<file path="src/rtl/sum5_pkg.sv">
// sum5_pkg: shared slice width and controller state encoding
package sum5_pkg;
  localparam int SLICE_W = 5;
  typedef enum logic [1:0] {IDLE, RUN, DONE} sum5_state_t;
endpackage

</file>
<file path="src/rtl/my_sum5.sv">
// my_sum5: 5-bit combinational adder slice with carry in/out
module my_sum5 import sum5_pkg::*; (
  input  logic [SLICE_W-1:0] a,
  input  logic [SLICE_W-1:0] b,
  input  logic               ci,
  output logic [SLICE_W-1:0] s,
  output logic               co
);
  assign {co, s} = {1'b0, a} + {1'b0, b} + {{SLICE_W{1'b0}}, ci};
endmodule

</file>
<file path="src/rtl/sum5_mw_seq.sv">
// sum5_mw_seq: multi-word adder reusing one my_sum5 slice per clock, carry rippled through a register
// Define SUM5_OVF_EN to add the signed-overflow output ovf.
module sum5_mw_seq import sum5_pkg::*; #(
  parameter int WORDS = 4
) (
  input  logic                     clk,
  input  logic                     rst_n,
  input  logic                     start,
  input  logic [SLICE_W*WORDS-1:0] a,
  input  logic [SLICE_W*WORDS-1:0] b,
  input  logic                     ci,
  output logic                     ready,
  output logic                     busy,
  output logic                     done,
  output logic [SLICE_W*WORDS-1:0] sum,
  output logic                     co
`ifdef SUM5_OVF_EN
  ,
  output logic                     ovf
`endif
);
  localparam int W  = SLICE_W * WORDS;
  localparam int IW = $clog2(WORDS + 1);
  sum5_state_t        state;
  logic [IW-1:0]      idx;
  logic [W-1:0]       opa, opb, res, nres;
  logic               cr, sco, last;
  logic [SLICE_W-1:0] ss;
`ifdef SUM5_OVF_EN
  logic am, bm;
`endif
  my_sum5 u_slice (.a(opa[SLICE_W-1:0]), .b(opb[SLICE_W-1:0]), .ci(cr), .s(ss), .co(sco));
  // new slice enters at the MSB end so slice k settles at bits [5k+4:5k]
  assign nres  = W'({ss, res} >> SLICE_W);
  assign last  = idx == IW'(WORDS - 1);
  assign ready = state == IDLE;
  assign busy  = state == RUN;
  assign done  = state == DONE;
  always_ff @(posedge clk)
    if (!rst_n) begin
      state <= IDLE;
      idx   <= '0;
      cr    <= 1'b0;
      opa   <= '0;
      opb   <= '0;
      res   <= '0;
      sum   <= '0;
      co    <= 1'b0;
`ifdef SUM5_OVF_EN
      am    <= 1'b0;
      bm    <= 1'b0;
      ovf   <= 1'b0;
`endif
    end else
      case (state)
        IDLE: if (start) begin
          opa   <= a;
          opb   <= b;
          cr    <= ci;
          idx   <= '0;
          state <= RUN;
`ifdef SUM5_OVF_EN
          am    <= a[W-1];
          bm    <= b[W-1];
`endif
        end
        RUN: begin
          opa <= opa >> SLICE_W;
          opb <= opb >> SLICE_W;
          res <= nres;
          cr  <= sco;
          idx <= idx + IW'(1);
          // outputs load on the last slice so they are already valid while done is high
          if (last) begin
            state <= DONE;
            sum   <= nres;
            co    <= sco;
`ifdef SUM5_OVF_EN
            ovf   <= (am == bm) && (ss[SLICE_W-1] != am);
`endif
          end
        end
        default: state <= IDLE;
      endcase
endmodule
</file>
<file path="config.mk">
export PLATFORM = sky130hd
export DESIGN_NAME = sum5_mw_seq
export DESIGN_NICKNAME = d
export VERILOG_FILES = /design/src/rtl/sum5_pkg.sv /design/src/rtl/my_sum5.sv /design/src/rtl/sum5_mw_seq.sv
export SDC_FILE = /design/constraint.sdc
export NUM_CORES = 1
export LEC_CHECK = 0
export BUFFER_PORTS_ARGS = -buffer_cell sky130_fd_sc_hd__buf_2
export CAP_MARGIN = 20
export CORE_MARGIN = 8
export CORE_UTILIZATION = 50
export DETAILED_ROUTE_END_ITERATION = 8
export GPL_TIMING_DRIVEN = 0
export MAX_ROUTING_LAYER = met4
export PLACE_DENSITY = 0.76
export SLEW_MARGIN = 5
export SYNTH_ARGS = -nofsm -noshare
export SYNTH_HDL_FRONTEND = slang
export SYNTH_SLANG_ARGS = --single-unit
export TNS_END_PERCENT = 10
</file>
<file path="constraint.sdc">
create_clock -name clk -period 1.6 [get_ports clk]
set_input_delay 0.08 -clock clk [delete_from_list [all_inputs] [get_ports clk]]
set_output_delay 0.08 -clock clk [all_outputs]
set_load 0.02 [all_outputs]
</file>
==> results of run 1 <==
## cells in the mapped netlist
cell type / instances
nand2b_2: 1
a22oi_1: 11
nand2_2: 1
a41oi_1: 1
o22ai_1: 1
and2_1: 1
o21ai_0: 1
o211ai_2: 1
o221a_2: 23
o211a_1: 9
o21bai_1: 1
dfxtp_1: 82
nand3b_1: 1
o211ai_1: 2
nand4b_1: 2
a21boi_1: 14
nor2_1: 29
a21boi_0: 15
clkbuf_1: 18
buf_6: 5
and3_1: 2
o21ai_1: 1
and2_4: 1
nand2b_1: 1
inv_4: 1
or4b_1: 1
o21a_1: 1
a21oi_1: 27
nor2b_1: 35
inv_1: 4
buf_4: 2
a21o_1: 1
nand2_1: 79
nor3b_2: 1
buf_2: 13
nand3_1: 15
a22o_1: 1
fa_1: 2
nand4_1: 2
ha_1: 6
xnor2_1: 1
## power groups by stage
stage / clock network, uW / registers, uW / logic (uW)
after floorplan: 0 / 2250 / 459
after global placement: 0 / 2270 / 623
after detailed placement: 0 / 2270 / 636
after CTS: 1440 / 2220 / 663
after global routing: 1530 / 2240 / 764
final: 1410 / 2230 / 683
## per-stage QoR
stage               total power (uW)  cells
global placement                2890    580
global route                    4540    606
CTS                             4320    605
floorplan                       2710    416
finish                          4320    606
detailed placement              2910    580
## layout make-up
cell class,instances,area share
Inverter,5,0.00478
Clock buffer,10,0.0310
Timing Repair Buffer,75,0.0951
Tap cell,99,0.0279
Sequential cell,82,0.370
Clock inverter,6,0.0107
Multi-Input combinational cell,291,0.413
Buffer,38,0.0478
## repair_timing
action                                  4_1_cts  5_1_grt
buffers inserted                              0        1
gates resized for setup                       4       12
hold buffers                                  9        0
endpoints found under the setup margin        7       19
pin swaps                                     1        3
hold endpoints to repair                      9        0
## critical path, stage by stage (launching register included)
cell and delay (ns):
dfxtp_2 0.36, fa_2 0.21, inv_1 0.05, fa_2 0.34, nand2b_4 0.16, a21oi_4 0.16, nand4b_1 0.13, o211ai_1 0.12
## cell families (layout without fill, tap and decap cells)
| logic type | after synthesis | after routing | synth area share |
|---|---|---|---|
| DFF | 82 | 82 | 0.448 |
| adders and majority gates | 8 | 8 | 0.0314 |
| xor gates and xnor gates | 1 | 1 | 0.00239 |
| and+or+nand+nor | 172 | 172 | 0.220 |
| AOI/OAI and AO/OA | 110 | 110 | 0.237 |
| buffers and inverters | 43 | 134 | 0.0614 |
## how the worst min path moves through the flow
stage                      from              endpoint  slack, ns  cells past startpoint
after floorplan           a[15]  opa[15]$_SDFFE_PN0P_       0.25                      2
after global routing      a[18]  opa[18]$_SDFFE_PN0P_       0.02                      3
after detailed placement  b[15]  opb[15]$_SDFFE_PN0P_       0.35                      3
after global placement    b[17]  opb[17]$_SDFFE_PN0P_       0.34                      3
after CTS                 a[18]  opa[18]$_SDFFE_PN0P_       0.02                      3
final                     a[18]  opa[18]$_SDFFE_PN0P_       0.02                      3
## layer usage
metal  share of wire  routed length, um  up-vias
met5               0                  0        -
met4           0.013                119        0
met1            0.47               4300     1483
met2            0.48               4400       73
met3           0.044                405       13
li1                -                  -     1616
## sequential cells by signal, indices dropped and copies added, names as in the netlist
name   flops
opa       20
opb       20
sum       20
res       15
idx        3
state      2
co         1
cr         1
==> results.md, run 1 <==
- Status: complete, but fails checks
- Violated checks: setup timing
- FF-to-FF setup slack: -0.005 ns
- Via count: 3185
- Sequential Power Share: 0.515
- Initial antenna violation count: 0
- Vias per std cell: 5.26
- Reg2reg end: sum[19]$_SDFFE_PN0P_
- Finished Cell Area: 4450 um^2
- GP Congestion: 0.817
- Syn-to-layout area delta: 21.3%
- Setup Skew: 0.0147 ns
- Final wirelength: 9230 um
- Final Net Count: 554
- Share of cells above drive strength 1: 0.278
- Vias in the first global route: 3283
- FF+latch count, synth: 82
- Cell area power density: 972 nW/um^2
- Chip width: 102 um
- Met1 Use GR: 0.234
- CTS sink count: 82
- Core area: 7180 um^2
- Reg-to-Reg Start: opb[0]$_SDFFE_PN0P_
- Setup_tns: -0.00495 ns
- Met3 usage: 0.0399
- Gate count after technology mapping: 416
- Synth Warn #: 0
- ANT cells: 0
- Final worst-path cycle share: 1.00
- RSZ-0062 raised after global routing: true
- Final design utilization: 0.620
- Maximum VDD drop: 474 uV
- Register Area: 1650 um^2
- MaxCap Viol Count: 0
- Worst R2R Path Depth: 7
- Total gr overflow: 0
- GRT busiest layer: met2
- Minimum hold slack: 0.0211 ns
- CTS max path bufs: 2
- WS Path Type: reg2reg
- Number of routed nets with antenna violations: 0
- Worst Setup Start Kind: flip-flop
- Int Power: 3100 uW
- Largest net degree at the start of global routing: 16
- Most frequent cells in the layout: 79 x nand2_1, 79 x dfxtp_1, 76 x buf_2
- TritonRoute pass-1 iters: 4
- Comb pwr share: 0.158
- Seq/Total Area, Yosys: 0.448
- Netlist cell types: 41
- FMAX: 0.623 GHz
- CTS tree: built
- Switch share: 0.284
- Share of power burned in the clock network: 0.327
- H-tree Lvls: 3
- Number of remaining DRC errors: 0
- Overall die area: 10300 um^2
- Clock latency on the worst-skew pair: 0.36 ns
- Fin. Hold Viols: 0
- Clock tree root buffer cell: clkbuf_8
- Total GRT Usage: 0.193
- Syn Nets: 468
- # rows: 31
- Top cells by area, synth: dfxtp_1 45%, nand2_1 8.1%, o221a_2 7.1%
- Yosys top cell area share: 0.448
- Maximum fanout along the worst path: 4
- Synthesized area per cell: 8.82 um^2
- Rel. slew slack: 0.634
- CP Capture Type: flip-flop
- Dpl ws: -0.145 ns
- Tmin final: 1.60 ns
- Number of port buffers: 65
- CTS buffer count: 9
- DR WL/cell: 15.2 um
- Worst setup path startpoint: opb[0]$_SDFFE_PN0P_
- Clock-pin slew on the worst setup and hold paths: 0.09 ns
- Cell area after placement: 4120 um^2
- Critical path endpoint: sum[19]$_SDFFE_PN0P_
- P_sw: 1230 uW
- Fillers: 629
- Leak Pwr: 0.00195 uW
- Slew Viols, Final: 0
- Cell taking the most area after synthesis: dfxtp_1
- DRT iter0 DRCs: 140
- Min-Delay Path Class: in2reg
- I/O pin cnt: 68
- Starting density of the core: 0.511
- Area occupied by multi-input gates: 1840 um^2
- # setup viols final: 1
- Post-route setup slack: -0.00495 ns
- Slew @ Worst Pin: 0.548 ns
- Die height: 102 um
- DP Wirelength: 6740 um
- First-pass GRT wire length: 15500 um
- Met2 Usage GRT: 0.314
- Worst EP required: 1.88 ns
- Worst Path Arrival: 1.88 ns
- Cell Area, Synth: 3670 um^2
(Power assumes the default switching activity.)
==> run 2: changes to the inputs <==
--- a/config.mk
+++ b/config.mk
@@ -8,13 +8,14 @@
 export BUFFER_PORTS_ARGS = -buffer_cell sky130_fd_sc_hd__buf_2
 export CAP_MARGIN = 20
 export CORE_MARGIN = 8
-export CORE_UTILIZATION = 50
+export CORE_UTILIZATION = 49
 export DETAILED_ROUTE_END_ITERATION = 8
 export GPL_TIMING_DRIVEN = 0
 export MAX_ROUTING_LAYER = met4
-export PLACE_DENSITY = 0.76
+export PLACE_DENSITY = 0.75
 export SLEW_MARGIN = 5
 export SYNTH_ARGS = -nofsm -noshare
 export SYNTH_HDL_FRONTEND = slang
+export SYNTH_HIERARCHICAL = 1
 export SYNTH_SLANG_ARGS = --single-unit
 export TNS_END_PERCENT = 10
==> results.md, run 2 <==
- Status: complete, but fails checks (unchanged)
- RSZ-0062 raised after global routing: true (unchanged)
- Maximum VDD drop: 547 uV (was 474 uV)
- Most common cell after layout, fill and taps aside: dfxtp_1
- # rows: 30 (was 31)
- Setup Skew: 0.0118 ns (was 0.0147 ns)
- Starting density of the core: 0.499 (was 0.511)
- CTS sink count: 82 (unchanged)
- Minimum hold slack: 0.00248 ns (was 0.0211 ns)
- Tmin final: 1.77 ns (was 1.60 ns)
- Post-route setup slack: -0.174 ns (was -0.00495 ns)
- DR WL/cell: 14.7 um (was 15.2 um)
- Leak Pwr: 0.00175 uW (was 0.00195 uW)
- Core area: 6680 um^2 (was 7180 um^2)
- Worst Path Arrival: 2.06 ns (was 1.88 ns)
- Clock tree root buffer cell: clkbuf_8 (unchanged)
- Fin. Hold Viols: 0 (unchanged)
- # setup viols final: 3 (was 1)
- Syn-to-layout area delta: 24.6% (was 21.3%)
- CTS buffer count: 9 (unchanged)
- Synthesized area per cell: 9.10 um^2 (was 8.82 um^2)
- Fraction of registers with async set/reset: 0 (unchanged)
- Largest net degree at the start of global routing: 15 (was 16)
- Fillers: 575 (was 629)
- Vias per std cell: 5.24 (was 5.26)
- DRT iter0 DRCs: 91 (was 140)
- TritonRoute pass-1 iters: 4 (unchanged)
- Overall die area: 9690 um^2 (was 10300 um^2)
- FF-to-FF setup slack: -0.17 ns (was -0.005 ns)
- Cell Area, Synth: 3330 um^2 (was 3670 um^2)
- First-pass GRT wire length: 13300 um (was 15500 um)
- H-tree Lvls: 3 (unchanged)
- Number of remaining DRC errors: 0 (unchanged)
- Yosys top cell area share: 0.493 (was 0.448)
- Total gr overflow: 0 (unchanged)
- Rel. slew slack: 0.631 (was 0.634)
- Number of flops mapped to enable cells by yosys: 0 (unchanged)
- Largest registers: opa (20), opb (20), sum (20) (unchanged)
- Maximum fanout along the worst path: 2 (was 4)
- Cell taking the most area after synthesis: dfxtp_1 (unchanged)
- Area occupied by multi-input gates: 1530 um^2 (was 1840 um^2)
- Most frequent cells in the layout: 79 x dfxtp_1, 78 x buf_2, 73 x nand2_1 (was 79 x nand2_1, 79 x dfxtp_1, 76 x buf_2)
- Synth Warn #: 6 (was 0)
- ANT cells: 0 (unchanged)
- Cell area after placement: 3770 um^2 (was 4120 um^2)
- CTS tree: built (unchanged)
- CP Capture Type: flip-flop (unchanged)
- Violated checks: setup timing (unchanged)
- Clock latency on the worst-skew pair: 0.36 ns (about the same)
- Final Net Count: 506 (was 554)
- Gate count after technology mapping: 366 (was 416)
- Vias in the first global route: 2944 (was 3283)
- Worst EP required: 1.89 ns (was 1.88 ns)
- Worst Setup Start Kind: flip-flop (unchanged)
- Setup Buffers After CTS: 0 (unchanged)
- Final wirelength: 7920 um (was 9230 um)
- I/O pin cnt: 68 (unchanged)
- Commonest cells post-synth: 82 x dfxtp_1, 73 x nand2_1, 54 x nor2_1, 38 x a21oi_1 (was 82 x dfxtp_1, 79 x nand2_1, 35 x nor2b_1, 29 x nor2_1, 27 x a21oi_1)
- Min-Delay Path Class: in2reg (unchanged)
- CTS max path bufs: 2 (unchanged)
- MaxCap Viol Count: 0 (unchanged)
- Share of cells above drive strength 1: 0.283 (was 0.278)
- Die height: 98.4 um (was 102 um)
- Post-synth top flop: dfxtp_1 (unchanged)
- DP Wirelength: 5790 um (was 6740 um)
- Total GRT Usage: 0.174 (was 0.193)
- Seq/Total Area, Yosys: 0.493 (was 0.448)
- Top cells by area, synth: dfxtp_1 49%, nand2_1 8.2%, nor2_1 6.1% (was dfxtp_1 45%, nand2_1 8.1%, o221a_2 7.1%)
- Register Area: 1650 um^2 (unchanged)
- Top-count cell post-synth: dfxtp_1 (unchanged)
- Finished Cell Area: 4150 um^2 (was 4450 um^2)
- Number of port buffers: 67 (was 65)
- FF+latch count, synth: 82 (unchanged)
- Slew Viols, Final: 0 (unchanged)
- Number of routed nets with antenna violations: 0 (unchanged)
- FMAX: 0.564 GHz (was 0.623 GHz)
- WS Path Type: reg2reg (unchanged)
- Final worst-path cycle share: 1.11 (was 1.00)
- Via count: 2826 (was 3185)
- Cell area power density: 1100 nW/um^2 (was 972 nW/um^2)
- Netlist cell types: 34 (was 41)
- GP Congestion: 0.802 (was 0.817)
- Chip width: 98.4 um (was 102 um)
- Clock-pin slew on the worst setup and hold paths: 0.08 ns (was 0.09 ns)
- Syn Nets: 418 (was 468)
- Slew @ Worst Pin: 0.553 ns (was 0.548 ns)
- Initial antenna violation count: 0 (unchanged)
==> run 2: changes by cell type after synthesis, moves of 11 or more <==
cell,before,now
o221a_2,23,0
nor2b_1,35,2
nor2_1,29,54
a21oi_1,27,38
a22oi_1,11,0
a21boi_1,14,0
a21boi_0,15,0
a211oi_1,0,15
mux2i_1,0,15
nand3_1,15,0
==> run 2: path summary, 6_finish.rpt <==
| path | depth (start not counted) | to | startpoint |
|---|---|---|---|
| max reg2reg | 9 | res[19]$_SDFFE_PN0N_ | opa[0]$_SDFFE_PN0P_ |
| min reg2reg | 2 | sum[16]$_SDFFE_PN0P_ | sum[16]$_SDFFE_PN0P_ |
| max | 9 | res[19]$_SDFFE_PN0N_ | opa[0]$_SDFFE_PN0P_ |
| min | 3 | opb[9]$_SDFFE_PN0P_ | b[9] |
==> run 2: per-stage QoR <==
stage | total power, uW | util | setup TNS [ns] | instances | setup WS [ns]
floorplan | 2620 | - | -0.0179 | 366 | -0.00995
global placement | 2770 | 0.565 | -0.263 | 513 | -0.121
detailed placement | 2790 | 0.565 | -0.617 | 513 | -0.161
CTS | 4580 | 0.617 | -0.396 | 539 | -0.169
global route | 4750 | 0.621 | -0.965 | 539 | -0.246
finish | 4570 | 0.621 | -0.350 | 539 | -0.174
==> run 2: area by class of cell <==
| type | instances | area share |
|---|---|---|
| buffer | 26 | 0.0383 |
| multi-input combinational | 249 | 0.368 |
| tap | 80 | 0.0241 |
| clock buffer | 10 | 0.0308 |
| clock inverter | 6 | 0.0271 |
| timing repair buffer | 77 | 0.106 |
| inverter | 9 | 0.00935 |
| sequential | 82 | 0.396 |
==> run 2: timing repair <==
action / CTS / global route
hold buffers: 10 / 0
hold endpoints to repair: 10 / 0
resized for setup: 8 / 9
pin swaps: 2 / 2
setup endpoints to repair: 17 / 13
==> run 2: kinds of logic after synthesis <==
family | after synthesis | share of synthesized area
xor+xnor | 3 | 0.00789
buf+inv | 35 | 0.0552
compound gates | 86 | 0.196
mux | 15 | 0.0451
flops | 82 | 0.493
fa+ha+maj | 8 | 0.0346
simple gates | 137 | 0.168
==> run 2: report_power, final <==
part | switching (uW) | internal [uW] | leakage [uW] | total (uW)
registers | 73.4 | 2150 | 0.000672 | 2220
logic | 304 | 256 | 0.000956 | 561
clock network | 751 | 1040 | 0.000121 | 1790
==> run 2: metal layers <==
layer | vias up | wire length, um | global-route usage
met5 | - | 0 | -
met4 | 0 | 129 | 0.0779
met3 | 12 | 390 | 0.0388
met2 | 77 | 3810 | 0.289
met1 | 1307 | 3590 | 0.197
li1 | 1430 | - | -
==> run 2: critical path, cell delays in order (launching register included) <==
cell and delay, ns:
dfxtp_2 0.33, inv_2 0.06, fa_2 0.21, inv_2 0.04, fa_2 0.36, a21o_1 0.18, a21oi_2 0.18, xnor2_2 0.14
nand2_1 0.09, a21oi_2 0.12
==> run 3: changes to the inputs <==
--- a/config.mk
+++ b/config.mk
@@ -7,12 +7,14 @@
 export LEC_CHECK = 0
 export BUFFER_PORTS_ARGS = -buffer_cell sky130_fd_sc_hd__buf_2
 export CAP_MARGIN = 20
+export CELL_PAD_IN_SITES_DETAIL_PLACEMENT = 1
+export CELL_PAD_IN_SITES_GLOBAL_PLACEMENT = 1
 export CORE_MARGIN = 8
-export CORE_UTILIZATION = 49
+export CORE_UTILIZATION = 37
 export DETAILED_ROUTE_END_ITERATION = 8
 export GPL_TIMING_DRIVEN = 0
 export MAX_ROUTING_LAYER = met4
-export PLACE_DENSITY = 0.75
+export PLACE_DENSITY_LB_ADDON = 0.1
 export SLEW_MARGIN = 5
 export SYNTH_ARGS = -nofsm -noshare
 export SYNTH_HDL_FRONTEND = slang
==> constraint.sdc (replaced) <==
create_clock -name clk -period 1.45 [get_ports clk]
set_input_delay 0.145 -clock clk [delete_from_list [all_inputs] [get_ports clk]]
set_output_delay 0.145 -clock clk [all_outputs]
set_load 0.02 [all_outputs]
==> results.md, run 3 (synthesis results as in run 2) <==
- CTS buffer count: 9 (unchanged)
- Post-route setup slack: -0.305 ns (was -0.174 ns)
- Final wirelength: 8930 um (was 7920 um)
- Number of routed nets with antenna violations: 0 (unchanged)
- Finished Cell Area: 4230 um^2 (was 4150 um^2)
- Vias per std cell: 4.95 (was 5.24)
- Most common cell after layout, fill and taps aside: dfxtp_1 (unchanged)
- MaxCap Viol Count: 0 (unchanged)
- DP Wirelength: 6700 um (was 5790 um)
- Rel. slew slack: 0.633 (was 0.631)
- Slowest cell on the critical path: fa_2 (unchanged)
- Die height: 111 um (was 98.4 um)
- CTS tree: built (unchanged)
- CTS max path bufs: 2 (unchanged)
- Violated checks: setup timing (unchanged)
- # rows: 34 (was 30)
- Number of remaining DRC errors: 0 (unchanged)
- Syn-to-layout area delta: 26.9% (was 24.6%)
- Largest net degree at the start of global routing: 16 (was 15)
- Chip width: 111 um (was 98.4 um)
- Setup Skew: 0.00917 ns (was 0.0118 ns)
- Slew Viols, Final: 0 (unchanged)
- H-tree Lvls: 3 (unchanged)
- Vias in the first global route: 3072 (was 2944)
- Overall die area: 12300 um^2 (was 9690 um^2)
- Fin. Hold Viols: 0 (unchanged)
- ANT cells: 0 (unchanged)
- Largest registers: opa (20), opb (20), sum (20) (unchanged)
- Status: complete, but fails checks (unchanged)
- Core area: 8720 um^2 (was 6680 um^2)
- Worst Setup Start Kind: flip-flop (unchanged)
- Total gr overflow: 0 (unchanged)
- DRT iter0 DRCs: 54 (was 91)
- WS Path Type: reg2reg (unchanged)
- Maximum fanout along the worst path: 2 (unchanged)
- Min-Delay Path Class: in2reg (unchanged)
- RSZ-0062 raised after global routing: true (unchanged)
- Final Net Count: 508 (was 506)
- Most frequent cells in the layout: 78 x dfxtp_1, 73 x nand2_1, 72 x buf_2 (was 79 x dfxtp_1, 78 x buf_2, 73 x nand2_1)
- Number of port buffers: 67 (unchanged)
- # setup viols final: 11 (was 3)
- I/O pin cnt: 68 (unchanged)
- FMAX: 0.570 GHz (was 0.564 GHz)
- First-pass GRT wire length: 15000 um (was 13300 um)
- Share of cells above drive strength 1: 0.299 (was 0.283)
- Post-Layout Cell Count: 569 (was 539)
- DR WL/cell: 15.7 um (was 14.7 um)
- Cell area power density: 1140 nW/um^2 (was 1100 nW/um^2)
- Slew @ Worst Pin: 0.551 ns (was 0.553 ns)
- Final worst-path cycle share: 1.21 (was 1.11)
- Leak Pwr: 0.00175 uW (about the same)
- Cell Chain, Critical Path: inv_2, fa_2, inv_2, fa_2, a21o_1, a21oi_2, xnor2_2, nand2_1, a21oi_1 (was inv_2, fa_2, inv_2, fa_2, a21o_1, a21oi_2, xnor2_2, nand2_1, a21oi_2)
- Clock latency on the worst-skew pair: 0.36 ns (about the same)
- Clock-pin slew on the worst setup and hold paths: 0.09 ns (was 0.08 ns)
- Initial antenna violation count: 0 (unchanged)
- Maximum VDD drop: 631 uV (was 547 uV)
- TritonRoute pass-1 iters: 4 (unchanged)
- Cell area after placement: 3810 um^2 (was 3770 um^2)
- Tmin final: 1.76 ns (was 1.77 ns)
- Via count: 2816 (was 2826)
- Tot Pwr: 4810 uW (was 4570 uW)
- Total GRT Usage: 0.153 (was 0.174)
- CTS sink count: 82 (unchanged)
- GP Congestion: 0.767 (was 0.802)
- Worst EP required: 1.75 ns (was 1.89 ns)
- Worst Path Arrival: 2.05 ns (was 2.06 ns)
- CP Capture Type: flip-flop (unchanged)
- Slowest stage delay, CP: 0.35 ns (was 0.36 ns)
- Cell count after placement: 541 (was 513)
- Clock tree root buffer cell: clkbuf_8 (unchanged)
- Starting density of the core: 0.382 (was 0.499)
==> run 3: final cells by class <==
| type | instances | area (um^2) |
|---|---|---|
| multi-input cells | 249 | 1550 |
| plain buffers | 26 | 201 |
| well taps | 108 | 135 |
| fillers | 1026 | 4500 |
| repair buffers | 79 | 455 |
| inverters | 9 | 38.8 |
| flip-flops and latches | 82 | 1650 |
| clock inverters | 7 | 77.6 |
| clock buffers | 9 | 124 |
==> run 3: critical path: cells and delay by family (launching register included) <==
family | cells | cell delay, ns
compound gates | 3 | 0.45
fa+ha+maj | 2 | 0.56
xor+xnor | 1 | 0.15
simple gates | 1 | 0.09
buf+inv | 2 | 0.11
flops | 1 | 0.33
==> run 3: repair_timing <==
| item | 4_1_cts | 5_1_grt |
|---|---|---|
| pin swaps | 3 | 5 |
| hold buffers | 10 | 0 |
| gates resized for setup | 25 | 11 |
| endpoints found under the setup margin | 40 | 38 |
| hold endpoints to repair | 10 | 0 |
| setup buffers | 1 | 1 |
==> run 3: metrics by stage <==
stage	hold slack (ns)	worst slack (ns)	setup TNS (ns)	util
floorplan	0.278	-0.160	-0.408	-
global placement	0.360	-0.294	-5.14	0.437
detailed placement	0.366	-0.344	-6.33	0.437
CTS	0.0469	-0.304	-2.07	0.480
global route	0.0614	-0.396	-3.59	0.485
finish	0.0610	-0.305	-1.80	0.485
==> run 3: layer usage <==
layer | global-route usage | wire [um] | up-vias
met5 | - | 0 | -
met4 | 0.0514 | 115 | 0
met3 | 0.0406 | 319 | 9
met2 | 0.266 | 4560 | 52
met1 | 0.165 | 3930 | 1325
li1 | - | - | 1430
==> run 3: worst paths after layout <==
path,from,end,slack (ns),cells after the start
worst min register to register,idx[0]$_SDFFE_PN0P_,idx[0]$_SDFFE_PN0P_,0.45,1
worst min-delay path,b[13],opb[13]$_SDFFE_PN0P_,0.06,3
worst max register to register,cr$_SDFFE_PN0P_,sum[19]$_SDFFE_PN0P_,-0.31,9
worst max-delay path,cr$_SDFFE_PN0P_,sum[19]$_SDFFE_PN0P_,-0.31,9
==> run 3: report_power, final <==
| group | internal [uW] | switching, uW | leakage (uW) |
|---|---|---|---|
| Clock | 810 | 898 | 0.0000938 |
| Combinational | 304 | 354 | 0.000987 |
| Sequential | 2370 | 79.5 | 0.000672 |
